`src/rtl/fpnew_pkg.sv`:
```
// Shared FPnew types and helpers: format widths, lane counts, status flags,
// rounding modes and operation codes.
package fpnew_pkg;

    typedef enum logic [2:0] {
        FP32    = 3'd0,
        FP64    = 3'd1,
        FP16    = 3'd2,
        FP8     = 3'd3,
        FP16ALT = 3'd4
    } fp_format_e;

    typedef enum logic [2:0] {
        RNE = 3'b000,
        RTZ = 3'b001,
        RDN = 3'b010,
        RUP = 3'b011,
        RMM = 3'b100,
        ROD = 3'b101,
        DYN = 3'b111
    } roundmode_e;

    typedef enum logic [3:0] {
        FMADD, FNMSUB, ADD, MUL,
        DIVSQRT, SQRT,
        SGNJ, MINMAX, CMP, CLASSIFY,
        F2F, F2I, I2F, CPKAB, CPKCD
    } operation_e;

    typedef struct packed {
        logic NV;
        logic DZ;
        logic OF;
        logic UF;
        logic NX;
    } status_t;

    function automatic int unsigned fp_width(fp_format_e fmt);
        case (fmt)
            FP32:    return 32;
            FP64:    return 64;
            FP16:    return 16;
            FP8:     return 8;
            FP16ALT: return 16;
            default: return 32;
        endcase
    endfunction

    function automatic int unsigned num_lanes(int unsigned width, fp_format_e fmt, logic vec);
        return vec ? width / fp_width(fmt) : 1;
    endfunction

endpackage

```
`src/rtl/fpnew_lane_sequencer.sv`:
```
// Time-multiplexes a packed vector operation through a single external lane
// unit, issuing one element per handshake and reassembling the packed result.
module fpnew_lane_sequencer
    import fpnew_pkg::*;
#(
    parameter fp_format_e   FpFormat      = fp_format_e'(0),
    parameter int unsigned  Width         = 32,
    parameter logic         EnableVectors = 1'b1,
    parameter int unsigned  NumOperands   = 3,
    parameter type          TagType       = logic,
    localparam int unsigned FP_WIDTH      = fp_width(FpFormat),
    localparam int unsigned NUM_LANES     = num_lanes(Width, FpFormat, EnableVectors)
) (
    input  logic                                   clk_i,
    input  logic                                   rst_ni,
    input  logic [NumOperands-1:0][Width-1:0]      operands_i,
    input  logic [NumOperands-1:0]                 is_boxed_i,
    input  roundmode_e                             rnd_mode_i,
    input  operation_e                             op_i,
    input  logic                                   op_mod_i,
    input  logic                                   vectorial_op_i,
    input  TagType                                 tag_i,
    input  logic                                   in_valid_i,
    output logic                                   in_ready_o,
    input  logic                                   flush_i,
    output logic [Width-1:0]                       result_o,
    output status_t                                status_o,
    output logic                                   extension_bit_o,
    output TagType                                 tag_o,
    output logic                                   out_valid_o,
    input  logic                                   out_ready_i,
    output logic                                   busy_o,
    output logic [NumOperands-1:0][FP_WIDTH-1:0]   lane_operands_o,
    output logic [NumOperands-1:0]                 lane_is_boxed_o,
    output roundmode_e                             lane_rnd_mode_o,
    output operation_e                             lane_op_o,
    output logic                                   lane_op_mod_o,
    output TagType                                 lane_tag_o,
    output logic                                   lane_in_valid_o,
    input  logic                                   lane_in_ready_i,
    input  logic [FP_WIDTH-1:0]                    lane_result_i,
    input  status_t                                lane_status_i,
    input  logic                                   lane_ext_bit_i,
    input  logic                                   lane_out_valid_i,
    output logic                                   lane_out_ready_o,
    output logic                                   lane_flush_o
);

    localparam int unsigned CNT_W = $clog2(NUM_LANES + 1);

    typedef enum logic [1:0] {IDLE, RUN, DONE} state_e;
    typedef logic [CNT_W-1:0] cnt_t;

    state_e                               r_state;
    logic [NumOperands-1:0][Width-1:0]    r_operands;
    logic [NumOperands-1:0]               r_isBoxed;
    roundmode_e                           r_rndMode;
    operation_e                           r_op;
    logic                                 r_opMod;
    TagType                               r_tag;
    cnt_t                                 r_numElem;
    cnt_t                                 r_issueCnt;
    cnt_t                                 r_collectCnt;
    logic [NUM_LANES-1:0][FP_WIDTH-1:0]   r_slots;
    status_t                              r_status;
    logic                                 r_extBit;

    logic                                 w_laneInValid;
    logic                                 w_issueFire;
    logic                                 w_collectFire;
    logic [NumOperands-1:0][FP_WIDTH-1:0] w_laneOperands;
    logic [Width-1:0]                     w_result;

    assign w_laneInValid = (r_state == RUN) && (r_issueCnt < r_numElem);
    assign w_issueFire   = w_laneInValid && lane_in_ready_i;
    assign w_collectFire = (r_state == RUN) && lane_out_valid_i && (r_collectCnt < r_numElem);

    // Select the current element slice of every operand; a mux avoids an
    // out-of-range part-select once issue has run past the last element.
    always_comb begin
        w_laneOperands = '0;
        for (int k = 0; k < NumOperands; k++) begin
            for (int l = 0; l < NUM_LANES; l++) begin
                if (r_issueCnt == cnt_t'(l)) begin
                    w_laneOperands[k] = r_operands[k][l*FP_WIDTH +: FP_WIDTH];
                end
            end
        end
    end

    always_comb begin
        w_result = {Width{r_extBit}};
        for (int l = 0; l < NUM_LANES; l++) begin
            if (cnt_t'(l) < r_numElem) begin
                w_result[l*FP_WIDTH +: FP_WIDTH] = r_slots[l];
            end
        end
    end

    always_ff @(posedge clk_i or negedge rst_ni) begin
        if (!rst_ni) begin
            r_state      <= IDLE;
            r_operands   <= '0;
            r_isBoxed    <= '0;
            r_rndMode    <= RNE;
            r_op         <= FMADD;
            r_opMod      <= 1'b0;
            r_tag        <= '0;
            r_numElem    <= '0;
            r_issueCnt   <= '0;
            r_collectCnt <= '0;
            r_slots      <= '0;
            r_status     <= '0;
            r_extBit     <= 1'b0;
        end else if (flush_i) begin
            r_state      <= IDLE;
            r_issueCnt   <= '0;
            r_collectCnt <= '0;
            r_status     <= '0;
        end else begin
            case (r_state)
                IDLE: begin
                    if (in_valid_i) begin
                        r_operands   <= operands_i;
                        r_isBoxed    <= is_boxed_i;
                        r_rndMode    <= rnd_mode_i;
                        r_op         <= op_i;
                        r_opMod      <= op_mod_i;
                        r_tag        <= tag_i;
                        r_numElem    <= (vectorial_op_i && EnableVectors) ? cnt_t'(NUM_LANES) : cnt_t'(1);
                        r_issueCnt   <= '0;
                        r_collectCnt <= '0;
                        r_status     <= '0;
                        r_extBit     <= 1'b0;
                        r_state      <= RUN;
                    end
                end
                RUN: begin
                    if (w_issueFire) begin
                        r_issueCnt <= r_issueCnt + cnt_t'(1);
                    end
                    if (w_collectFire) begin
                        for (int l = 0; l < NUM_LANES; l++) begin
                            if (r_collectCnt == cnt_t'(l)) begin
                                r_slots[l] <= lane_result_i;
                            end
                        end
                        if (r_collectCnt == '0) begin
                            r_extBit <= lane_ext_bit_i;
                        end
                        r_status     <= status_t'(r_status | lane_status_i);
                        r_collectCnt <= r_collectCnt + cnt_t'(1);
                    end
                    // The final element is registered first, so DONE follows one cycle later.
                    if (r_collectCnt == r_numElem) begin
                        r_state <= DONE;
                    end
                end
                DONE: begin
                    if (out_ready_i) begin
                        r_state <= IDLE;
                    end
                end
                default: r_state <= IDLE;
            endcase
        end
    end

    assign in_ready_o       = (r_state == IDLE);
    assign out_valid_o      = (r_state == DONE);
    assign busy_o           = (r_state != IDLE);
    assign result_o         = w_result;
    assign status_o         = r_status;
    assign extension_bit_o  = r_extBit;
    assign tag_o            = r_tag;

    assign lane_operands_o  = w_laneOperands;
    assign lane_is_boxed_o  = r_isBoxed;
    assign lane_rnd_mode_o  = r_rndMode;
    assign lane_op_o        = r_op;
    assign lane_op_mod_o    = r_opMod;
    assign lane_tag_o       = r_tag;
    assign lane_in_valid_o  = w_laneInValid;
    assign lane_out_ready_o = 1'b1;
    assign lane_flush_o     = flush_i;

endmodule

```
`config.mk`:
```
export PLATFORM = sky130hd
export DESIGN_NAME = fpnew_lane_sequencer
export DESIGN_NICKNAME = d
export VERILOG_FILES = /design/src/rtl/fpnew_pkg.sv /design/src/rtl/fpnew_lane_sequencer.sv
export SDC_FILE = /design/constraint.sdc
export NUM_CORES = 1
export LEC_CHECK = 0
export ABC_AREA = 1
export BUFFER_PORTS_ARGS = -buffer_cell sky130_fd_sc_hd__clkbuf_2
export CORE_UTILIZATION = 48
export DETAILED_ROUTE_END_ITERATION = 10
export PLACE_DENSITY_LB_ADDON = 0.3
export SKIP_LAST_GASP = 1
export SYNTH_ARGS = -nofsm -noshare
export SYNTH_HDL_FRONTEND = slang
export SYNTH_SLANG_ARGS = --single-unit
export TNS_END_PERCENT = 10
```
`constraint.sdc`:
```
create_clock -name clk_i -period 1.7 [get_ports clk_i]
set_input_delay 0.085 -clock clk_i [delete_from_list [all_inputs] [get_ports clk_i]]
set_output_delay 0.085 -clock clk_i [all_outputs]
set_load 0.01 [all_outputs]
```
==> flow_metrics.py <==
metrics = {
    "drt": {
        "first_iter_violations": 443,
        "wirelength_um": 22000,
        "avgRoutedWirePerCell_um": 14.8,
        "first_pass_iters": 6,
        "antenna_left": 0,
        "wl_met2_um": 11400,
        "vias_per_cell": 4.88,
        "drc": 0,
        "wl_met1_um": 8400,
        "num_vias": 7250,
        "maxUsedRoutingLayer": "met4",
        "route.met3.wl_um": 1360,
    },
    "global_route": {
        "grt.overflow.total": 0,
        "grt_antenna_before_repair": 0,
        "grt_pass1_wl_um": 34400,
        "grt_use_total_pct": 30.0,
        "grt_max_degree": 65,
        "grt_pass1_vias": 7179,
    },
    "synthesis": {
        "yosysUniqueCellTypes": 26,
        "synth_seq_area_share_pct": 54.6,
        "yosysWarnings": 0,
        "ys_ff_latch": 151,
        "synthCells": 860,
        "synth_nets": 1015,
        "netlist_area_um2": 6920,
        "avgSynthCellArea_um2": 8.04,
    },
    "timing": {
        "rsz0062_at_grt": "yes",
        "report.final.slew_viol_count": 0,
        "finalSetupViolCount": 0,
        "fin_skew_ns": 0.00944,
        "fin_crit_sh_pct": 99.2,
        "clock.fmax_mhz": 593,
        "min_period_ns": 1.69,
        "finalHoldViolations": 0,
        "setup_tns_ns": 0,
    },
    "floorplan": {
        "fp-row-count": 43,
        "start_util_pct": 49.4,
        "fp.coreArea_um2": 14000,
        "die_w_um": 122,
        "io_pins": 307,
        "fp.dieArea_um2": 14900,
        "die_y_um": 122,
    },
    "layout": {
        "drive_gt1_share_pct": 28.3,
        "nNetsFinal": 1449,
        "finalNonFillerCells": 1487,
        "syn_to_final_growth_pct": 53.8,
        "final_cell_mix": "clkbuf_2, nor2_1, nand2_1",
        "mostFrequentLayoutCell": "clkbuf_2",
        "fin_area_um2": 10600,
        "antenna_cells": 0,
        "nFillCells": 880,
    },
    "worst_setup_path": {
        "cp.arrival_ns": 1.60,
        "slowest_delay_ns": 0.58,
        "critPathMaxFanout": 20,
        "critPathBufInv": 2,
        "cp-start-kind": "register",
        "path_cells": "buf_12 -> nor2_1 -> clkbuf_2",
        "critPathSlowestCell": "dfrtp_4",
        "crit_type": "reg2out",
        "path_delay_family": "flip-flops",
        "end_kind": "primary output",
        "required_ns": 1.62,
    },
    "placement": {
        "placedCellCount": 1309,
        "place_area_um2": 8490,
        "io_buffers": 304,
        "gp_congestion": 0.839,
        "hpwl_um": 12900,
    },
    "flow_run": {
        "cap_violations": 0,
    },
    "run_status": {
        "outcome": "completed",
    },
    "pwr": {
        "ir_worst_vdd_uv": 737,
        "p_leak_uw": 0.00613,
        "power.density_nw_per_um2": 1190,
    },
    "cts": {
        "cts_tree": "built",
        "cts_buffers": 17,
        "cts_max_level": 4,
        "clk_pin_slew_ns": 0.06,
        "cts_sinks": 151,
        "clock_insertion_delay_worst_skew_ns": 0.42,
        "clockBufferDepth": 2,
        "clockRootBuffer": "clkbuf_16",
    },
    "worst_hold_path": {
        "worstHoldPathType": "in2reg",
    },
}
-- metrics by stage --
step	hold slack (ns)	utilization (%)	setup slack, ns	total power, uW
finish	0.0164	76.0	0.0138	12700
floorplan	-0.211	-	0.409	6820
global route	0.0225	76.0	-0.0359	13400
global placement	0.0104	60.7	0.204	8220
CTS	0.00536	76.0	-0.00197	12600
detailed placement	0.00930	60.7	0.182	8330
-- cells by family after synthesis --
kind of cell,share of synthesized area (%)
AO/OA/AOI/OAI,8.14
AND/OR/NAND/NOR,24.2
other,0.0542
adder cells (fa/ha/maj),0.181
flip-flops,54.6
buffers and inverters,12.8
-- worst min-delay path: cells and delay by family --
family	cells	cell delay, ns
buffers and inverters	1	0.08
AND/OR/NAND/NOR	4	0.23
-- metal layers --
metal / global-route usage, % / vias up
met1: 33.3 / 3407
met4: 15.0 / 0
met5: 0 / -
li1: - / 3460
met3: 6.88 / 67
met2: 53.7 / 316
-- where the power goes --
part,internal (uW),leakage (uW),switching [uW]
Sequential,4430,0.00173,373
Clock,2590,0.000317,1430
Combinational,1610,0.00408,2280
Total,8630,0.00613,4080
-- repair_timing --
action | in CTS | in global routing
cloned | 1 | 0
endpoints found under the setup margin | 59 | 37
hold buffers | 143 | 0
pin swaps | 0 | 0
buffers inserted | 2 | 0
hold endpoints to repair | 284 | 0
gates resized for setup | 6 | 4
-- area by class of cell --
| cell class | count | area, um2 | area share, % |
|---|---|---|---|
| Timing Repair Buffer | 470 | 3280 | 30.8 |
| Clock buffer | 26 | 529 | 4.98 |
| Clock inverter | 6 | 109 | 1.02 |
| Inverter | 120 | 453 | 4.26 |
| Multi-Input combinational cell | 534 | 2260 | 21.2 |
| Tap cell | 180 | 225 | 2.12 |
| Sequential cell | 151 | 3780 | 35.6 |
-- registers in the layout (all words and copies together) (netlist names) --
name             flops
r_state              2
r_operands          96
lane_op_mod_o        1
extension_bit_o      1
lane_is_boxed_o      3
r_slots             32
lane_tag_o           1
status_o             5
lane_op_o            4
lane_rnd_mode_o      3
r_issueCnt           1
r_numElem            1
r_collectCnt         1
-- worst paths after layout --
check | startpoint | cells after the start | endpoint | slack (ns)
worst max-delay path | r_issueCnt | 3 | lane_operands_o[30] | 0.01
worst min-delay path | lane_status_i[3] | 5 | status_o[3] | 0.02
worst max register to register | r_state[0] | 5 | r_operands[11] | 0.10
worst min register to register | r_slots[1] | 2 | r_slots[1] | 0.47
max in group asynchronous | rst_ni | 3 | r_operands[44] | 0.87
min in group asynchronous | rst_ni | 2 | r_slots[12] | 0.11
-- synthesized netlist by cell type --
| master | instances | area share (%) |
|---|---|---|
| nor2_1 | 203 | 11 |
| nand2_1 | 169 | 9.2 |
| dfrtp_1 | 151 | 55 |
| inv_1 | 118 | 6.4 |
| a21oi_1 | 96 | 6.9 |
| nand3_1 | 37 | 2.7 |
| buf_6 | 21 | 3.4 |
| clkbuf_1 | 13 | 0.71 |
| buf_2 | 12 | 0.87 |
| o21ai_0 | 11 | 0.80 |
| buf_4 | 6 | 0.65 |
| nor3_1 | 6 | 0.43 |
| clkbuf_8 | 3 | 0.60 |
| o21ai_1 | 2 | 0.14 |
| a21oi_2 | 1 | 0.13 |
| a31o_2 | 1 | 0.13 |
| conb_1 | 1 | 0.054 |
| ha_1 | 1 | 0.18 |
| inv_2 | 1 | 0.054 |
| inv_4 | 1 | 0.091 |
| nand2_4 | 1 | 0.16 |
| nand3_2 | 1 | 0.14 |
| nand3_4 | 1 | 0.25 |
| nand4_1 | 1 | 0.091 |
| nor2_2 | 1 | 0.091 |
| nor2_4 | 1 | 0.16 |
(Power assumes the default switching activity.)
